--- config.mk ---
export PLATFORM = sky130hd
export DESIGN_NAME = apb_uart_fifo
export DESIGN_NICKNAME = d
export VERILOG_FILES = /design/src/rtl/apb_uart_fifo.sv
export SDC_FILE = /design/constraint.sdc
export NUM_CORES = 1
export LEC_CHECK = 0
export CAP_MARGIN = 10
export CORE_MARGIN = 2
export CORE_UTILIZATION = 60
export DETAILED_ROUTE_END_ITERATION = 10
export GPL_TIMING_DRIVEN = 1
export PLACE_DENSITY = 0.8
export SYNTH_ARGS = -nofsm -noshare
export SYNTH_HDL_FRONTEND = slang
export SYNTH_SLANG_ARGS = --single-unit
--- constraint.sdc ---
create_clock -name pclk_i -period 5.6 [get_ports pclk_i]
set_clock_uncertainty 0.2 [all_clocks]
set_input_delay 0.84 -clock pclk_i [delete_from_list [all_inputs] [get_ports pclk_i]]
set_output_delay 0.84 -clock pclk_i [all_outputs]
set_load 0.03 [all_outputs]
--- src/rtl/apb_uart_fifo.sv ---
`timescale 1ns/1ps

// Generic pointer FIFO with an extra wrap bit per pointer.
// Latency: a pushed entry is visible at the head on the next cycle.
// Backpressure: a push while full is accepted only with a same-cycle pop; a pop while empty is refused.
module uart_fifo #(
    parameter int W     = 8,
    parameter int DEPTH = 16,
    parameter int LW    = $clog2(DEPTH) + 1
) (
    input  logic          clk,
    input  logic          rst,
    input  logic          push,
    input  logic [W-1:0]  push_dat,
    input  logic          pop,
    output logic [W-1:0]  pop_dat,
    output logic          full,
    output logic          empty,
    output logic [LW-1:0] level
);
    localparam int AW = $clog2(DEPTH);

    logic [AW:0]  wr_ptr;
    logic [AW:0]  rd_ptr;
    logic [W-1:0] mem [DEPTH];
    logic         pop_ok;
    logic         push_ok;

    assign empty   = (wr_ptr == rd_ptr);
    assign full    = (wr_ptr[AW] != rd_ptr[AW]) && (wr_ptr[AW-1:0] == rd_ptr[AW-1:0]);
    assign level   = LW'(wr_ptr - rd_ptr);
    assign pop_dat = mem[rd_ptr[AW-1:0]];
    assign pop_ok  = pop & ~empty;
    assign push_ok = push & (~full | pop_ok);

    always_ff @(posedge clk or posedge rst) begin
        if (rst) begin
            wr_ptr <= '0;
            rd_ptr <= '0;
        end else begin
            if (push_ok) wr_ptr <= wr_ptr + 1'b1;
            if (pop_ok)  rd_ptr <= rd_ptr + 1'b1;
        end
    end

    always_ff @(posedge clk) begin
        if (push_ok) mem[wr_ptr[AW-1:0]] <= push_dat;
    end
endmodule

// APB3 UART with TX/RX FIFOs, programmable baud, optional parity, 1/2 stop bits, sticky interrupts.
// Latency: zero-wait-state APB; serial bytes leave one cycle after the TX FSM pops them.
// Backpressure: TXDATA write while TX full errors and drops; RX byte arriving while RX full is dropped (overrun).
module apb_uart_fifo #(
    parameter int ADDR_W   = 12,
    parameter int TX_DEPTH = 16,
    parameter int RX_DEPTH = 16,
    parameter int DIV_W    = 16
) (
    input  logic              pclk_i,
    input  logic              prst_i,
    input  logic              psel_i,
    input  logic              penable_i,
    input  logic              pwrite_i,
    input  logic [ADDR_W-1:0] paddr_i,
    input  logic [31:0]       pwdata_i,
    output logic [31:0]       prdata_o,
    output logic              pready_o,
    output logic              pslverr_o,
    input  logic              rx_i,
    output logic              tx_o,
    output logic              intr_o
);
    localparam int TX_LW = $clog2(TX_DEPTH) + 1;
    localparam int RX_LW = $clog2(RX_DEPTH) + 1;

    localparam logic [2:0] OFF_CTRL   = 3'd0;
    localparam logic [2:0] OFF_BAUD   = 3'd1;
    localparam logic [2:0] OFF_TXDATA = 3'd2;
    localparam logic [2:0] OFF_RXDATA = 3'd3;
    localparam logic [2:0] OFF_STATUS = 3'd4;
    localparam logic [2:0] OFF_IE     = 3'd5;
    localparam logic [2:0] OFF_IP     = 3'd6;

    typedef enum logic [2:0] {S_IDLE, S_START, S_DATA, S_PARITY, S_STOP} ser_state_t;

    logic [4:0]       ctrl;
    logic [DIV_W-1:0] baud;
    logic [4:0]       ie;
    logic [4:0]       ip;
    logic [4:0]       ip_next;
    logic [4:0]       ip_set;
    logic [4:0]       ip_clr;

    logic       tx_en, rx_en, par_en, par_odd, two_stop;
    logic [2:0] dec_off;
    logic       dec_map;
    logic       access, wr_acc, rd_acc;

    logic             tx_push, tx_pop, tx_full, tx_empty, tx_empty_ev;
    logic [7:0]       tx_head;
    logic [TX_LW-1:0] tx_level;
    logic             rx_push, rx_pop, rx_full, rx_empty;
    logic [7:0]       rx_head;
    logic [RX_LW-1:0] rx_level;

    logic unused_ok;
    assign unused_ok = ^{paddr_i[1:0], pwdata_i};

    assign tx_en    = ctrl[0];
    assign rx_en    = ctrl[1];
    assign par_en   = (ctrl[3:2] == 2'b01) || (ctrl[3:2] == 2'b10);
    assign par_odd  = (ctrl[3:2] == 2'b10);
    assign two_stop = ctrl[4];

    // Address decode is captured in the setup phase and used in the following access phase.
    always_ff @(posedge pclk_i or posedge prst_i) begin
        if (prst_i) begin
            dec_off <= '0;
            dec_map <= 1'b0;
        end else if (psel_i && !penable_i) begin
            dec_off <= paddr_i[4:2];
            dec_map <= ~(|paddr_i[ADDR_W-1:5]) & (paddr_i[4:2] != 3'd7);
        end
    end

    assign access    = psel_i & penable_i;
    assign wr_acc    = access & pwrite_i & dec_map;
    assign rd_acc    = access & ~pwrite_i & dec_map;
    assign tx_push   = wr_acc & (dec_off == OFF_TXDATA) & ~tx_full;
    assign rx_pop    = rd_acc & (dec_off == OFF_RXDATA);
    assign pready_o  = access;
    assign pslverr_o = access & (~dec_map | (pwrite_i & (dec_off == OFF_TXDATA) & tx_full));

    always_comb begin
        prdata_o = '0;
        if (rd_acc) begin
            case (dec_off)
                OFF_CTRL:   prdata_o = {27'b0, ctrl};
                OFF_BAUD:   prdata_o = 32'(baud);
                OFF_RXDATA: prdata_o = {24'b0, rx_empty ? 8'h00 : rx_head};
                OFF_STATUS: begin
                    prdata_o[0]     = tx_full;
                    prdata_o[1]     = tx_empty;
                    prdata_o[2]     = rx_full;
                    prdata_o[3]     = rx_empty;
                    prdata_o[4]     = tx_busy;
                    prdata_o[15:8]  = 8'(tx_level);
                    prdata_o[23:16] = 8'(rx_level);
                end
                OFF_IE:     prdata_o = {27'b0, ie};
                OFF_IP:     prdata_o = {27'b0, ip};
                default:    prdata_o = '0;
            endcase
        end
    end

    // Events are OR'd in after the W1C mask so a same-cycle set always survives.
    assign ip_clr  = (wr_acc && dec_off == OFF_IP) ? pwdata_i[4:0] : 5'b0;
    assign ip_next = (ip & ~ip_clr) | ip_set;
    assign intr_o  = |(ip & ie);

    always_ff @(posedge pclk_i or posedge prst_i) begin
        if (prst_i) begin
            ctrl <= '0;
            baud <= DIV_W'(16);
            ie   <= '0;
            ip   <= '0;
        end else begin
            if (wr_acc) begin
                case (dec_off)
                    OFF_CTRL: ctrl <= pwdata_i[4:0];
                    OFF_BAUD: baud <= (pwdata_i[DIV_W-1:0] < DIV_W'(4)) ? DIV_W'(4) : pwdata_i[DIV_W-1:0];
                    OFF_IE:   ie   <= pwdata_i[4:0];
                    default:  ;
                endcase
            end
            ip <= ip_next;
        end
    end

    uart_fifo #(.W(8), .DEPTH(TX_DEPTH), .LW(TX_LW)) u_tx_fifo (
        .clk(pclk_i), .rst(prst_i), .push(tx_push), .push_dat(pwdata_i[7:0]), .pop(tx_pop),
        .pop_dat(tx_head), .full(tx_full), .empty(tx_empty), .level(tx_level)
    );

    // ---------------- TX serialiser ----------------
    ser_state_t       tx_state, tx_state_d;
    logic [DIV_W-1:0] tx_cnt, tx_cnt_d;
    logic [2:0]       tx_bit, tx_bit_d;
    logic [7:0]       tx_data, tx_data_d;
    logic             tx_stop2, tx_stop2_d;
    logic             tx_line;
    logic             tx_busy;

    assign tx_busy     = (tx_state != S_IDLE);
    assign tx_empty_ev = tx_pop & (tx_level == TX_LW'(1)) & ~tx_push;

    always_ff @(posedge pclk_i or posedge prst_i) begin
        if (prst_i) begin
            tx_state <= S_IDLE;
            tx_cnt   <= '0;
            tx_bit   <= '0;
            tx_data  <= '0;
            tx_stop2 <= 1'b0;
            tx_o     <= 1'b1;
        end else begin
            tx_state <= tx_state_d;
            tx_cnt   <= tx_cnt_d;
            tx_bit   <= tx_bit_d;
            tx_data  <= tx_data_d;
            tx_stop2 <= tx_stop2_d;
            tx_o     <= tx_line;
        end
    end

    // The bit counter reloads from the live BAUD register at every bit boundary.
    always_comb begin
        tx_state_d = tx_state;
        tx_cnt_d   = tx_cnt;
        tx_bit_d   = tx_bit;
        tx_data_d  = tx_data;
        tx_stop2_d = tx_stop2;
        tx_pop     = 1'b0;
        tx_line    = 1'b1;
        if (tx_state != S_IDLE) tx_cnt_d = tx_cnt - 1'b1;
        case (tx_state)
            S_IDLE: begin
                if (tx_en && !tx_empty) begin
                    tx_pop     = 1'b1;
                    tx_data_d  = tx_head;
                    tx_cnt_d   = baud - 1'b1;
                    tx_state_d = S_START;
                end
            end
            S_START: begin
                tx_line = 1'b0;
                if (tx_cnt == '0) begin
                    tx_cnt_d   = baud - 1'b1;
                    tx_bit_d   = 3'd0;
                    tx_state_d = S_DATA;
                end
            end
            S_DATA: begin
                tx_line = tx_data[tx_bit];
                if (tx_cnt == '0) begin
                    tx_cnt_d = baud - 1'b1;
                    tx_bit_d = tx_bit + 1'b1;
                    if (tx_bit == 3'd7) begin
                        tx_state_d = par_en ? S_PARITY : S_STOP;
                        tx_stop2_d = two_stop;
                    end
                end
            end
            S_PARITY: begin
                tx_line = (^tx_data) ^ par_odd;
                if (tx_cnt == '0) begin
                    tx_cnt_d   = baud - 1'b1;
                    tx_state_d = S_STOP;
                    tx_stop2_d = two_stop;
                end
            end
            S_STOP: begin
                if (tx_cnt == '0) begin
                    tx_cnt_d = baud - 1'b1;
                    if (tx_stop2) tx_stop2_d = 1'b0;
                    else          tx_state_d = S_IDLE;
                end
            end
            default: tx_state_d = S_IDLE;
        endcase
    end

    // ---------------- RX deserialiser ----------------
    ser_state_t       rx_state, rx_state_d;
    logic [DIV_W-1:0] rx_cnt, rx_cnt_d;
    logic [2:0]       rx_bit, rx_bit_d;
    logic [7:0]       rx_data, rx_data_d;
    logic             rx_par_bad, rx_par_bad_d;
    logic             rx_meta, rx_s, rx_prev;
    logic             rx_overrun, rx_par_err, rx_frame_err;

    uart_fifo #(.W(8), .DEPTH(RX_DEPTH), .LW(RX_LW)) u_rx_fifo (
        .clk(pclk_i), .rst(prst_i), .push(rx_push), .push_dat(rx_data), .pop(rx_pop),
        .pop_dat(rx_head), .full(rx_full), .empty(rx_empty), .level(rx_level)
    );

    assign ip_set = {rx_frame_err, rx_par_err, rx_overrun, rx_push, tx_empty_ev};

    always_ff @(posedge pclk_i or posedge prst_i) begin
        if (prst_i) begin
            rx_meta    <= 1'b1;
            rx_s       <= 1'b1;
            rx_prev    <= 1'b1;
            rx_state   <= S_IDLE;
            rx_cnt     <= '0;
            rx_bit     <= '0;
            rx_data    <= '0;
            rx_par_bad <= 1'b0;
        end else begin
            rx_meta    <= rx_i;
            rx_s       <= rx_meta;
            rx_prev    <= rx_s;
            rx_state   <= rx_state_d;
            rx_cnt     <= rx_cnt_d;
            rx_bit     <= rx_bit_d;
            rx_data    <= rx_data_d;
            rx_par_bad <= rx_par_bad_d;
        end
    end

    // Half a bit after the falling edge confirms the start bit; later samples land mid-bit.
    always_comb begin
        rx_state_d   = rx_state;
        rx_cnt_d     = rx_cnt;
        rx_bit_d     = rx_bit;
        rx_data_d    = rx_data;
        rx_par_bad_d = rx_par_bad;
        rx_push      = 1'b0;
        rx_overrun   = 1'b0;
        rx_par_err   = 1'b0;
        rx_frame_err = 1'b0;
        if (rx_state != S_IDLE) rx_cnt_d = rx_cnt - 1'b1;
        if (!rx_en) begin
            rx_state_d = S_IDLE;
        end else begin
            case (rx_state)
                S_IDLE: begin
                    if (rx_prev && !rx_s) begin
                        rx_cnt_d   = (baud >> 1) - 1'b1;
                        rx_state_d = S_START;
                    end
                end
                S_START: begin
                    if (rx_cnt == '0) begin
                        if (rx_s) begin
                            rx_state_d = S_IDLE;
                        end else begin
                            rx_cnt_d     = baud - 1'b1;
                            rx_bit_d     = 3'd0;
                            rx_par_bad_d = 1'b0;
                            rx_state_d   = S_DATA;
                        end
                    end
                end
                S_DATA: begin
                    if (rx_cnt == '0) begin
                        rx_cnt_d          = baud - 1'b1;
                        rx_data_d[rx_bit] = rx_s;
                        rx_bit_d          = rx_bit + 1'b1;
                        if (rx_bit == 3'd7) rx_state_d = par_en ? S_PARITY : S_STOP;
                    end
                end
                S_PARITY: begin
                    if (rx_cnt == '0) begin
                        rx_cnt_d     = baud - 1'b1;
                        rx_par_bad_d = (rx_s != ((^rx_data) ^ par_odd));
                        rx_state_d   = S_STOP;
                    end
                end
                S_STOP: begin
                    if (rx_cnt == '0) begin
                        rx_state_d = S_IDLE;
                        if (!rx_s)           rx_frame_err = 1'b1;
                        else if (rx_par_bad) rx_par_err   = 1'b1;
                        else if (rx_full)    rx_overrun   = 1'b1;
                        else                 rx_push      = 1'b1;
                    end
                end
                default: rx_state_d = S_IDLE;
            endcase
        end
    end
endmodule
==> summary.md, run 1 <==
| Metric | Value |
|---|---|
| IO Pins | 86 |
| Root Buffer | clkbuf_16 |
| Top-count cell post-synth | edfxtp_1 |
| Crit end category | primary output |
| DRC errors left | 0 |
| Top Family by Delay on Critical Path | buffers and inverters |
| Die area | 30300 um2 |
| Synth cell types | 70 |
| DR vias/cell | 6.37 |
| Worst-path clk slew | 0.06 ns |
| Gr busiest metal | met2 |
| Num rows | 62 |
| Worst vdd rail ir drop | 294 uV |
| Post-CTS setup repair buffer count | 0 |
| Total gr overflow | 0 |
| Crit-path cells | inv_1 -> ha_1 -> nand4_1 -> or2_2 -> o21ai_0 -> a22oi_1 -> o22a_1 -> o2bb2ai_1 -> clkdlybuf4s50_1 |
| Grt met2 use | between 40% and 50% |
| Fin cells | 1674 |
| Max incr delay on CP | approximately 0.73 ns |
| Via count of the first global-routing pass | about 11k |
| Seq cells post-synth | roughly 380 |
| Sequential area share after synthesis | 61.8% |
| Global routing usage on met1 | 37.5% |
| Aggregate global-route resource usage | 26.9% |
| Fin Setup TNS | 0 ns |
| Deepest clock path buffer count | 3 |
| First-pass GRT wire length | 62000 um |
| Fmax | 0.209 GHz |
| P&R area growth vs syn | 13.0% |
| Static Leak | 0.00686 uW |
| Power per cell area | 367 nW/um2 |
| Bufs and invs on worst path | 2 |
| Synth async-reset ratio | 32.1% |
| Setup Crit Path Kind | reg -> out |
| Crit path max fanout | 12 |
| Detailed Routing Iterations Pass 1 | 6 |
| Post-layout util | 68.7% |
| Worst-skew pair later-pin latency | about 0.54 ns |
| Placer congestion estimate | 0.889 |
| Number of synthesized flops with an enable pin | between 200 and 300 |
| Synth area leaders | edfxtp_1 (44%), dfrtp_1 (17%), mux4_2 (11%), xnor2_1 (3.1%), nand2_1 (2.3%) |
| Post-synthesis cell count | 1192 |
| Clk sinks | roughly 380 |
| Hold Fails Final Rpt | 0 |
| Mean area per synthesized cell | 14.5 um2 |
| CTS H-Tree Depth | 2 |
| CTS Buf Count | 39 |
| WL/cell | 23.7 um |
| Final hold slack | ~0.16 ns |
| Tot Pwr | 7190 uW |
| Initial antenna violation count | 1 |
| Leading area contributor after synthesis | edfxtp_1 |
| Worst Hold Class | reg -> reg |
| Post_cts resized | 0 |
| Max-cap violations | 0 |
| Die Y-Extent | 174 um |
| Drt total wl | ~40000 um |
| CTS tree | yes |
| Vias | 10.7k |
| Initial Util | 60.7% |
| IO Port Bufs | 56 |
| Tmin final | 4.79 ns |
| Post-DP HPWL | 26100 um |
| Startpoint types | register |
| Placed Cells | 1601 |
| Cts hold-fix bufs | 0 |
| GR Util met3 | between 5 and 6% |
| Worst Max-Slew Pin Slew | 1.25 ns |
| Status | finished clean |
| Final Max Tran Viols | 0 |
| Main synth FF type | edfxtp_1 |
| Nets@finish | approximately 1.3k |
| Leading cell types by count after synthesis | edfxtp_1 (256), dfrtp_1 (116), nand2_1 (104) |
| Count of final setup violators | 0 |
| Drt initial violations | 1493 |
| Slowest CP cell | clkdlybuf4s50_1 |
| Crit path DAT | 3.75 ns |
| Final-layout fill cell count | 1930 |
| Critical Path RT | 4.56 ns |
| Period Utilization, post-route | 85.5% |
| RSZ-0062 raised after global routing | false |
| Max transition margin | 16.0% |
| Core ar. | 28500 um2 |
| Synth Cell Area | 17300 um2 |
| Largest net degree at the start of global routing | 48 |
| Share of the synthesized area in the top cell type | 44.3% |
| Synth warnings | 0 |
| Die W | between 150 and 200 um |
| Fraction of layout cells with a size suffix above 1 | 17.2% |
| Routed Antenna Nets | 0 |
## path summary, 6_finish.rpt
check                                    start                    to  slack [ns]  cells after the start
setup / recovery           u_rx_fifo.rd_ptr[2]           prdata_o[3]        0.81                      9
hold / removal                         rx_meta                  rx_s        0.16                      0
setup reg to reg           u_tx_fifo.rd_ptr[2]  u_tx_fifo.mem[15][6]        1.67                      7
hold reg to reg                        rx_meta                  rx_s        0.16                      0
max in group asynchronous               prst_i               rx_prev        3.70                      3
min in group asynchronous               prst_i              baud[10]        0.54                      2
## registers in the layout (all words and copies together), names as in the netlist, 8 cells and up
| register | cells |
|---|---|
| tx_data | 8 |
| rx_cnt | 16 |
| rx_data | 8 |
| u_tx_fifo.mem | 128 |
| tx_cnt | 16 |
| baud | 16 |
| u_rx_fifo.mem | 128 |
## report_power, final
group	internal, uW	switching, uW	leakage (uW)
clock network	1530	1060	0.000627
logic	632	640	0.00253
registers	3130	205	0.00369
total	5290	1900	0.00686
## placed cells by master (no fill, tap or decap), drive strengths merged, types with 15 or more instances in the layout
| cell type | netlist | routed |
|---|---|---|
| dfrtp | 116 | 116 |
| nand3 | 15 | 15 |
| clkdlybuf4s50 | 0 | 56 |
| xnor2 | 62 | 62 |
| nor2 | 72 | 72 |
| mux2 | 31 | 31 |
| buf | 29 | 25 |
| nor3 | 30 | 30 |
| nor4 | 23 | 23 |
| mux4 | 83 | 83 |
| edfxtp | 256 | 256 |
| a21oi | 22 | 22 |
| nand2 | 104 | 104 |
| inv | 29 | 30 |
| mux2i | 22 | 22 |
| xor2 | 32 | 32 |
| clkbuf | 37 | 56 |
| ha | 28 | 28 |
| o21ai | 31 | 31 |
## area by class of cell
cell class | instances | area, um2 | area share, %
antenna | 1 | 2.50 | 0.0128
clock buffer | 56 | 1110 | 5.68
clock inverter | 16 | 168 | 0.855
inverter | 29 | 111 | 0.568
multi-input combinational | 730 | 6250 | 31.9
sequential | 377 | 10700 | 54.7
tap | 384 | 480 | 2.45
timing repair buffer | 81 | 748 | 3.82
## worst register-to-register path, delay by kind of cell, from the launching register on
kind	cells	cell delay [ns]
fa+ha+maj	1	0.39
buf+inv	1	0.12
flops	1	0.65
simple gates	5	2.20
## cells by family (layout without fill, tap and decap cells)
| kind of cell | after synthesis | count (layout) | share of synthesized area [%] |
|---|---|---|---|
| flip-flops | 377 | 377 | 61.8 |
| AND/OR/NAND/NOR | 329 | 329 | 9.49 |
| multiplexers | 136 | 136 | 14.1 |
| AO/OA/AOI/OAI | 129 | 129 | 5.12 |
| XOR/XNOR | 95 | 95 | 4.88 |
| buffers and inverters | 95 | 182 | 2.34 |
| adder cells (fa/ha/maj) | 30 | 30 | 2.25 |
| other | 1 | 12 | 0.0216 |
## stage by stage
stage / cell area [um2] / worst slack, ns
2_1_floorplan: 17400 / 1.35
3_3_place_gp: 18300 / 1.05
3_5_place_dp: 18300 / 0.975
4_1_cts: 19600 / 0.864
5_1_grt: 19600 / 0.642
6_report: 19600 / 0.813
## routing by layer
metal	wire length [um]	part of all wire, %
met1	16100	41
met2	19400	49
met3	3090	7.8
met4	1060	2.7
met5	0	0
Power figures use the tool's default switching activity.
==> run 2, diff against run 1 <==
- PLACE_DENSITY: 0.8 -> 0.91
==> summary.md, run 2 (synthesized netlist as in run 1, its figures left out) <==
| Metric | Value |
|---|---|
| Status | finished clean (unchanged) |
| Power per cell area | 368 nW/um2 (was 367 nW/um2) |
| Routed Antenna Nets | 0 (unchanged) |
| Hold Fails Final Rpt | 0 (unchanged) |
| Hold endpoint | rx_s (unchanged) |
| Clk sinks | 377 (unchanged) |
| Drt initial violations | 1909 (was 1493) |
| Static Leak | 0.00679 uW (was 0.00686 uW) |
| Post-CTS setup repair buffer count | 0 (unchanged) |
| DR vias/cell | 6.69 (was 6.37) |
| Top layer in use | met4 (unchanged) |
| Crit path max fanout | 12 (unchanged) |
| P&R area growth vs syn | 12.5% (was 13.0%) |
| FF+latch area | 10700 um2 (unchanged) |
| Core ar. | 28500 um2 (unchanged) |
| WL/cell | 26.2 um (was 23.7 um) |
| Cts hold-fix bufs | 0 (unchanged) |
| Reg2reg end | u_rx_fifo.mem[15][0] (was u_tx_fifo.mem[15][6]) |
| Post-Route M1 WL | 15800 um (was 16100 um) |
| Commonest cells after routing, fill and taps aside | edfxtp_1 (256), dfrtp_1 (114), nand2_1 (104), mux4_2 (83), nor2_1 (71) (unchanged) |
| Total gr overflow | 0 (unchanged) |
| Fmax | 0.207 GHz (was 0.209 GHz) |
| Worst R2R Setup Slack | 1.11 ns (was 1.67 ns) |
| Nets@finish | 1333 (was 1338) |
| Worst-path clk slew | 0.06 ns (about the same) |
| Root Buffer | clkbuf_16 (unchanged) |
| Worst vdd rail ir drop | 301 uV (was 294 uV) |
| Final Max Tran Viols | 0 (unchanged) |
| Fraction of layout cells with a size suffix above 1 | 16.8% (was 17.2%) |
| Reg2reg path depth | 7 (unchanged) |
| CTS Buf Count | 38 (was 39) |
| Post-DP HPWL | 27700 um (was 26100 um) |
| Detail Route met2 WL | 22200 um (was 19400 um) |
| Initial antenna violation count | 0 (was 1) |
| IO Pins | 86 (unchanged) |
| Most common cell after layout, fill and taps aside | edfxtp_1 (unchanged) |
| Setup Crit Path Kind | reg -> out (unchanged) |
| Number of diodes | 0 (was 1) |
| Setup crit start | u_rx_fifo.rd_ptr[2] (unchanged) |
| Startpoint types | register (unchanged) |
| Worst Max-Slew Pin Slew | 1.08 ns (was 1.25 ns) |
| Hold Path Stages | 0 (unchanged) |
| Footprint of the multi-input gates | 6250 um2 (unchanged) |
| Final-layout fill cell count | 1784 (was 1930) |
| Crit end category | primary output (unchanged) |
| DR WL met3 | 3890 um (was 3090 um) |
| Count of final setup violators | 0 (unchanged) |
| CTS tree | yes (unchanged) |
| Vias | 11.1k (was 10.7k) |
| RSZ-0062 raised after global routing | false (unchanged) |
| DRC errors left | 0 (unchanged) |
| Fin Setup TNS | 0 ns (unchanged) |
| Crit path DAT | 3.78 ns (was 3.75 ns) |
| Setup WS pre-CTS | 1.04 ns (was 0.975 ns) |
| Detailed Routing Iterations Pass 1 | 9 (was 6) |
| Num rows | 62 (unchanged) |
| Largest net degree at the start of global routing | 77 (was 48) |
| Fin area | 19500 um2 (was 19600 um2) |
| Initial Util | 60.7% (unchanged) |
| Worst-skew pair later-pin latency | 0.53 ns (was 0.54 ns) |
| Cell area after placement | 18300 um2 (about the same) |
| RR Startpoint | rx_cnt[0] (was u_tx_fifo.rd_ptr[2]) |
| IO Port Bufs | 56 (unchanged) |
| Period Utilization, post-route | 86.1% (was 85.5%) |
| Drt total wl | 43600 um (was 39700 um) |
| Die area | 30300 um2 (unchanged) |
| Placer congestion estimate | 0.915 (was 0.889) |
| Hold_sp | rx_meta (unchanged) |
| Deepest clock path buffer count | 3 (unchanged) |
| Post_cts resized | 0 (unchanged) |
| Via count of the first global-routing pass | 11.3k (was 10.7k) |
| Die Y-Extent | 174 um (unchanged) |
| Tmin final | 4.82 ns (was 4.79 ns) |
| Max transition margin | 27.7% (was 16.0%) |
| Worst Hold Class | reg -> reg (unchanged) |
| Aggregate global-route resource usage | 29.4% (was 26.9%) |
| CTS H-Tree Depth | 2 (unchanged) |
| Die W | 174 um (unchanged) |
| Final worst slack | 0.777 ns (was 0.813 ns) |
| Max-cap violations | 0 (unchanged) |
| First-pass GRT wire length | 67400 um (was 62000 um) |
| Critical Path RT | 4.56 ns (about the same) |
==> run 2: cell count changes in the layout (fill, tap and decap cells not counted), moves of 2 or more <==
cell,delta
buf_4,-5
clkbuf_1,-3
clkbuf_16,-2
clkinv_2,-4
clkinvlp_4,+3
inv_6,+2
==> run 2: cell type report <==
cell class / instances / area share, %
Sequential cell: 377 / 55.0
Multi-Input combinational cell: 730 / 32.1
Clock buffer: 50 / 5.32
Timing Repair Buffer: 77 / 3.70
Tap cell: 384 / 2.46
Clock inverter: 17 / 0.879
Inverter: 29 / 0.571
==> run 2: worst max path at each step <==
stage	to	depth (start not counted)
2_1_floorplan	baud[0]	1
3_3_place_gp	prdata_o[8]	6
3_5_place_dp	prdata_o[8]	6
4_1_cts	prdata_o[7]	5
5_1_grt	prdata_o[7]	5
6_report	prdata_o[3]	9
==> run 2: power by group <==
part	internal (uW)	switching [uW]	total, uW
clock network	1450	1060	2500
registers	3120	222	3350
logic	632	698	1330
total	5200	1970	7180
==> run 2: per-stage QoR <==
stage               util [%]  hold slack [ns]  instances  power [uW]
global route            68.3            0.163       1664        7390
floorplan                  -            0.145       1202        4310
global placement        64.0            0.147       1596        4580
CTS                     68.3            0.158       1663        7150
finish                  68.3            0.157       1664        7180
detailed placement      64.0            0.150       1596        4630
==> run 2: per-layer routing <==
| layer | vias up | GRT usage [%] |
|---|---|---|
| li1 | 4622 | - |
| met1 | 5561 | 38.0 |
| met2 | 784 | 49.8 |
| met3 | 163 | 5.73 |
| met4 | 0 | 11.1 |
| met5 | - | 0 |
==> run 2: critical path: stages, from the launching register on <==
cell and delay [ns]:
dfrtp_1 0.74, inv_1 0.12, ha_1 0.39, nand4_1 0.18
or2_2 0.33, o21ai_0 0.15, a22oi_1 0.11, o22a_1 0.23
o2bb2ai_1 0.28, clkdlybuf4s50_1 0.73
==> run 3, diff against run 2 <==
- PLACE_DENSITY: 0.91 -> 0.9
==> summary.md, run 3 (synthesized netlist as in run 1, its figures left out) <==
| Metric | Value |
|---|---|
| Cts hold-fix bufs | 0 (unchanged) |
| Crit-path cells | inv_1 -> ha_1 -> nand4_1 -> or2_2 -> o21ai_0 -> a22oi_1 -> o22a_1 -> o2bb2ai_1 -> clkdlybuf4s50_1 (unchanged) |
| Aggregate global-route resource usage | 29.4% (about the same) |
| Initial antenna violation count | 1 (was 0) |
| CTS tree | yes (unchanged) |
| Fmax | 0.206 GHz (was 0.207 GHz) |
| Commonest cells after routing, fill and taps aside | edfxtp_1 (256), dfrtp_1 (114), nand2_1 (104), mux4_2 (83), nor2_1 (71) (unchanged) |
| Max transition margin | 28.1% (was 27.7%) |
| Drt total wl | 43700 um (was 43600 um) |
| Vias | 11.1k (about the same) |
| Max incr delay on CP | 0.71 ns (was 0.74 ns) |
| First-pass GRT wire length | 67400 um (about the same) |
| Cell area after placement | 18300 um2 (about the same) |
| Status | finished clean (unchanged) |
| P&R area growth vs syn | 12.5% (about the same) |
| Worst-path clk slew | 0.06 ns (about the same) |
| Core ar. | 28500 um2 (unchanged) |
| Slowest CP cell | dfrtp_1 (unchanged) |
| Post_cts resized | 0 (unchanged) |
| Largest net degree at the start of global routing | 49 (was 77) |
| Power per cell area | 367 nW/um2 (was 368 nW/um2) |
| Initial Util | 60.7% (unchanged) |
| Fin cells | 1667 (was 1664) |
| Num rows | 62 (unchanged) |
| Post-CTS setup repair buffer count | 0 (unchanged) |
| Max-cap violations | 0 (unchanged) |
| CTS Buf Count | 37 (was 38) |
| Placer congestion estimate | 0.897 (was 0.915) |
| Post-DP HPWL | 28400 um (was 27700 um) |
| Crit end category | primary output (unchanged) |
| DR vias/cell | 6.68 (was 6.69) |
| Clk sinks | 377 (unchanged) |
| CTS H-Tree Depth | 2 (unchanged) |
| Total gr overflow | 0 (unchanged) |
| Tmin final | 4.84 ns (was 4.82 ns) |
| Startpoint types | register (unchanged) |
| Via count of the first global-routing pass | 11.4k (was 11.3k) |
| RSZ-0062 raised after global routing | false (unchanged) |
| DRC errors left | 0 (unchanged) |
| Root Buffer | clkbuf_16 (unchanged) |
| Die Y-Extent | 174 um (unchanged) |
| Detailed Routing Iterations Pass 1 | 5 (was 9) |
| Tot Pwr | 7150 uW (was 7180 uW) |
| Crit path max fanout | 12 (unchanged) |
| Crit path DAT | 3.80 ns (was 3.78 ns) |
| Bufs and invs on worst path | 2 (unchanged) |
| Die area | 30300 um2 (unchanged) |
| Routed Antenna Nets | 0 (unchanged) |
| Critical Path RT | 4.56 ns (about the same) |
| Placed Cells | 1599 (was 1596) |
| Static Leak | 0.00681 uW (was 0.00679 uW) |
| WL/cell | 26.2 um (about the same) |
| Fin area | 19500 um2 (about the same) |
| Worst Max-Slew Pin Slew | 1.08 ns (about the same) |
| Final Max Tran Viols | 0 (unchanged) |
| IO Port Bufs | 56 (unchanged) |
| Fraction of layout cells with a size suffix above 1 | 16.9% (was 16.8%) |
| Deepest clock path buffer count | 3 (unchanged) |
| IO Pins | 86 (unchanged) |
| Die W | 174 um (unchanged) |
| Worst Hold Class | reg -> reg (unchanged) |
| Top Family by Delay on Critical Path | buffers and inverters (unchanged) |
| Number of diodes | 0 (unchanged) |
| Worst-skew pair later-pin latency | 0.54 ns (was 0.53 ns) |
| Hold Fails Final Rpt | 0 (unchanged) |
| Period Utilization, post-route | 86.5% (was 86.1%) |
| Fin Setup TNS | 0 ns (unchanged) |
| Worst vdd rail ir drop | 298 uV (was 301 uV) |
| Most common cell after layout, fill and taps aside | edfxtp_1 (unchanged) |
| Drt initial violations | 1510 (was 1909) |
| Count of final setup violators | 0 (unchanged) |
| Nets@finish | 1334 (was 1333) |
| Setup Crit Path Kind | reg -> out (unchanged) |
## run 3: power breakdown
group,internal [uW],switching [uW],total [uW]
Clock,1440,1030,2480
Sequential,3120,220,3340
Combinational,633,701,1330
Total,5200,1950,7150
## run 3: layout make-up
| type | instances | area, um2 |
|---|---|---|
| clock inverters | 11 | 109 |
| multi-input cells | 730 | 6250 |
| flip-flops and latches | 377 | 10700 |
| well taps | 384 | 480 |
| clock buffers | 57 | 1090 |
| fillers | 1809 | 9040 |
| inverters | 29 | 111 |
| repair buffers | 79 | 733 |
## run 3: stage by stage
step	worst slack [ns]	util (%)	hold WS, ns
after global routing	0.503	68.3	0.164
after floorplan	1.35	-	0.145
after CTS	0.728	68.3	0.162
final	0.755	68.3	0.159
after global placement	1.08	64.1	0.148
after detailed placement	1.03	64.1	0.153
## run 3: layer usage
| metal | track usage (%) | wire length (um) |
|---|---|---|
| met5 | 0 | 46 |
| met4 | 11.2 | 1920 |
| met3 | 5.10 | 4000 |
| met2 | 51.0 | 22300 |
| met1 | 37.5 | 15500 |
## run 3: worst paths after layout
kind | from | to | slack, ns | cells past startpoint
max | u_rx_fifo.rd_ptr[2] | prdata_o[3] | 0.76 | 9
min | rx_meta | rx_s | 0.16 | 0
max reg2reg | u_tx_fifo.rd_ptr[1] | u_tx_fifo.mem[15][5] | 1.46 | 8
min reg2reg | rx_meta | rx_s | 0.16 | 0
max in group asynchronous | prst_i | u_rx_fifo.rd_ptr[0] | 3.63 | 3
min in group asynchronous | prst_i | tx_data[5] | 0.55 | 2
## run 3: worst reg2reg max path, delay by kind of cell (launching register included)
kind / cells / cell delay, ns
simple gates: 5 / 2.22
buf+inv: 2 / 0.63
flops: 1 / 0.33
fa+ha+maj: 1 / 0.39
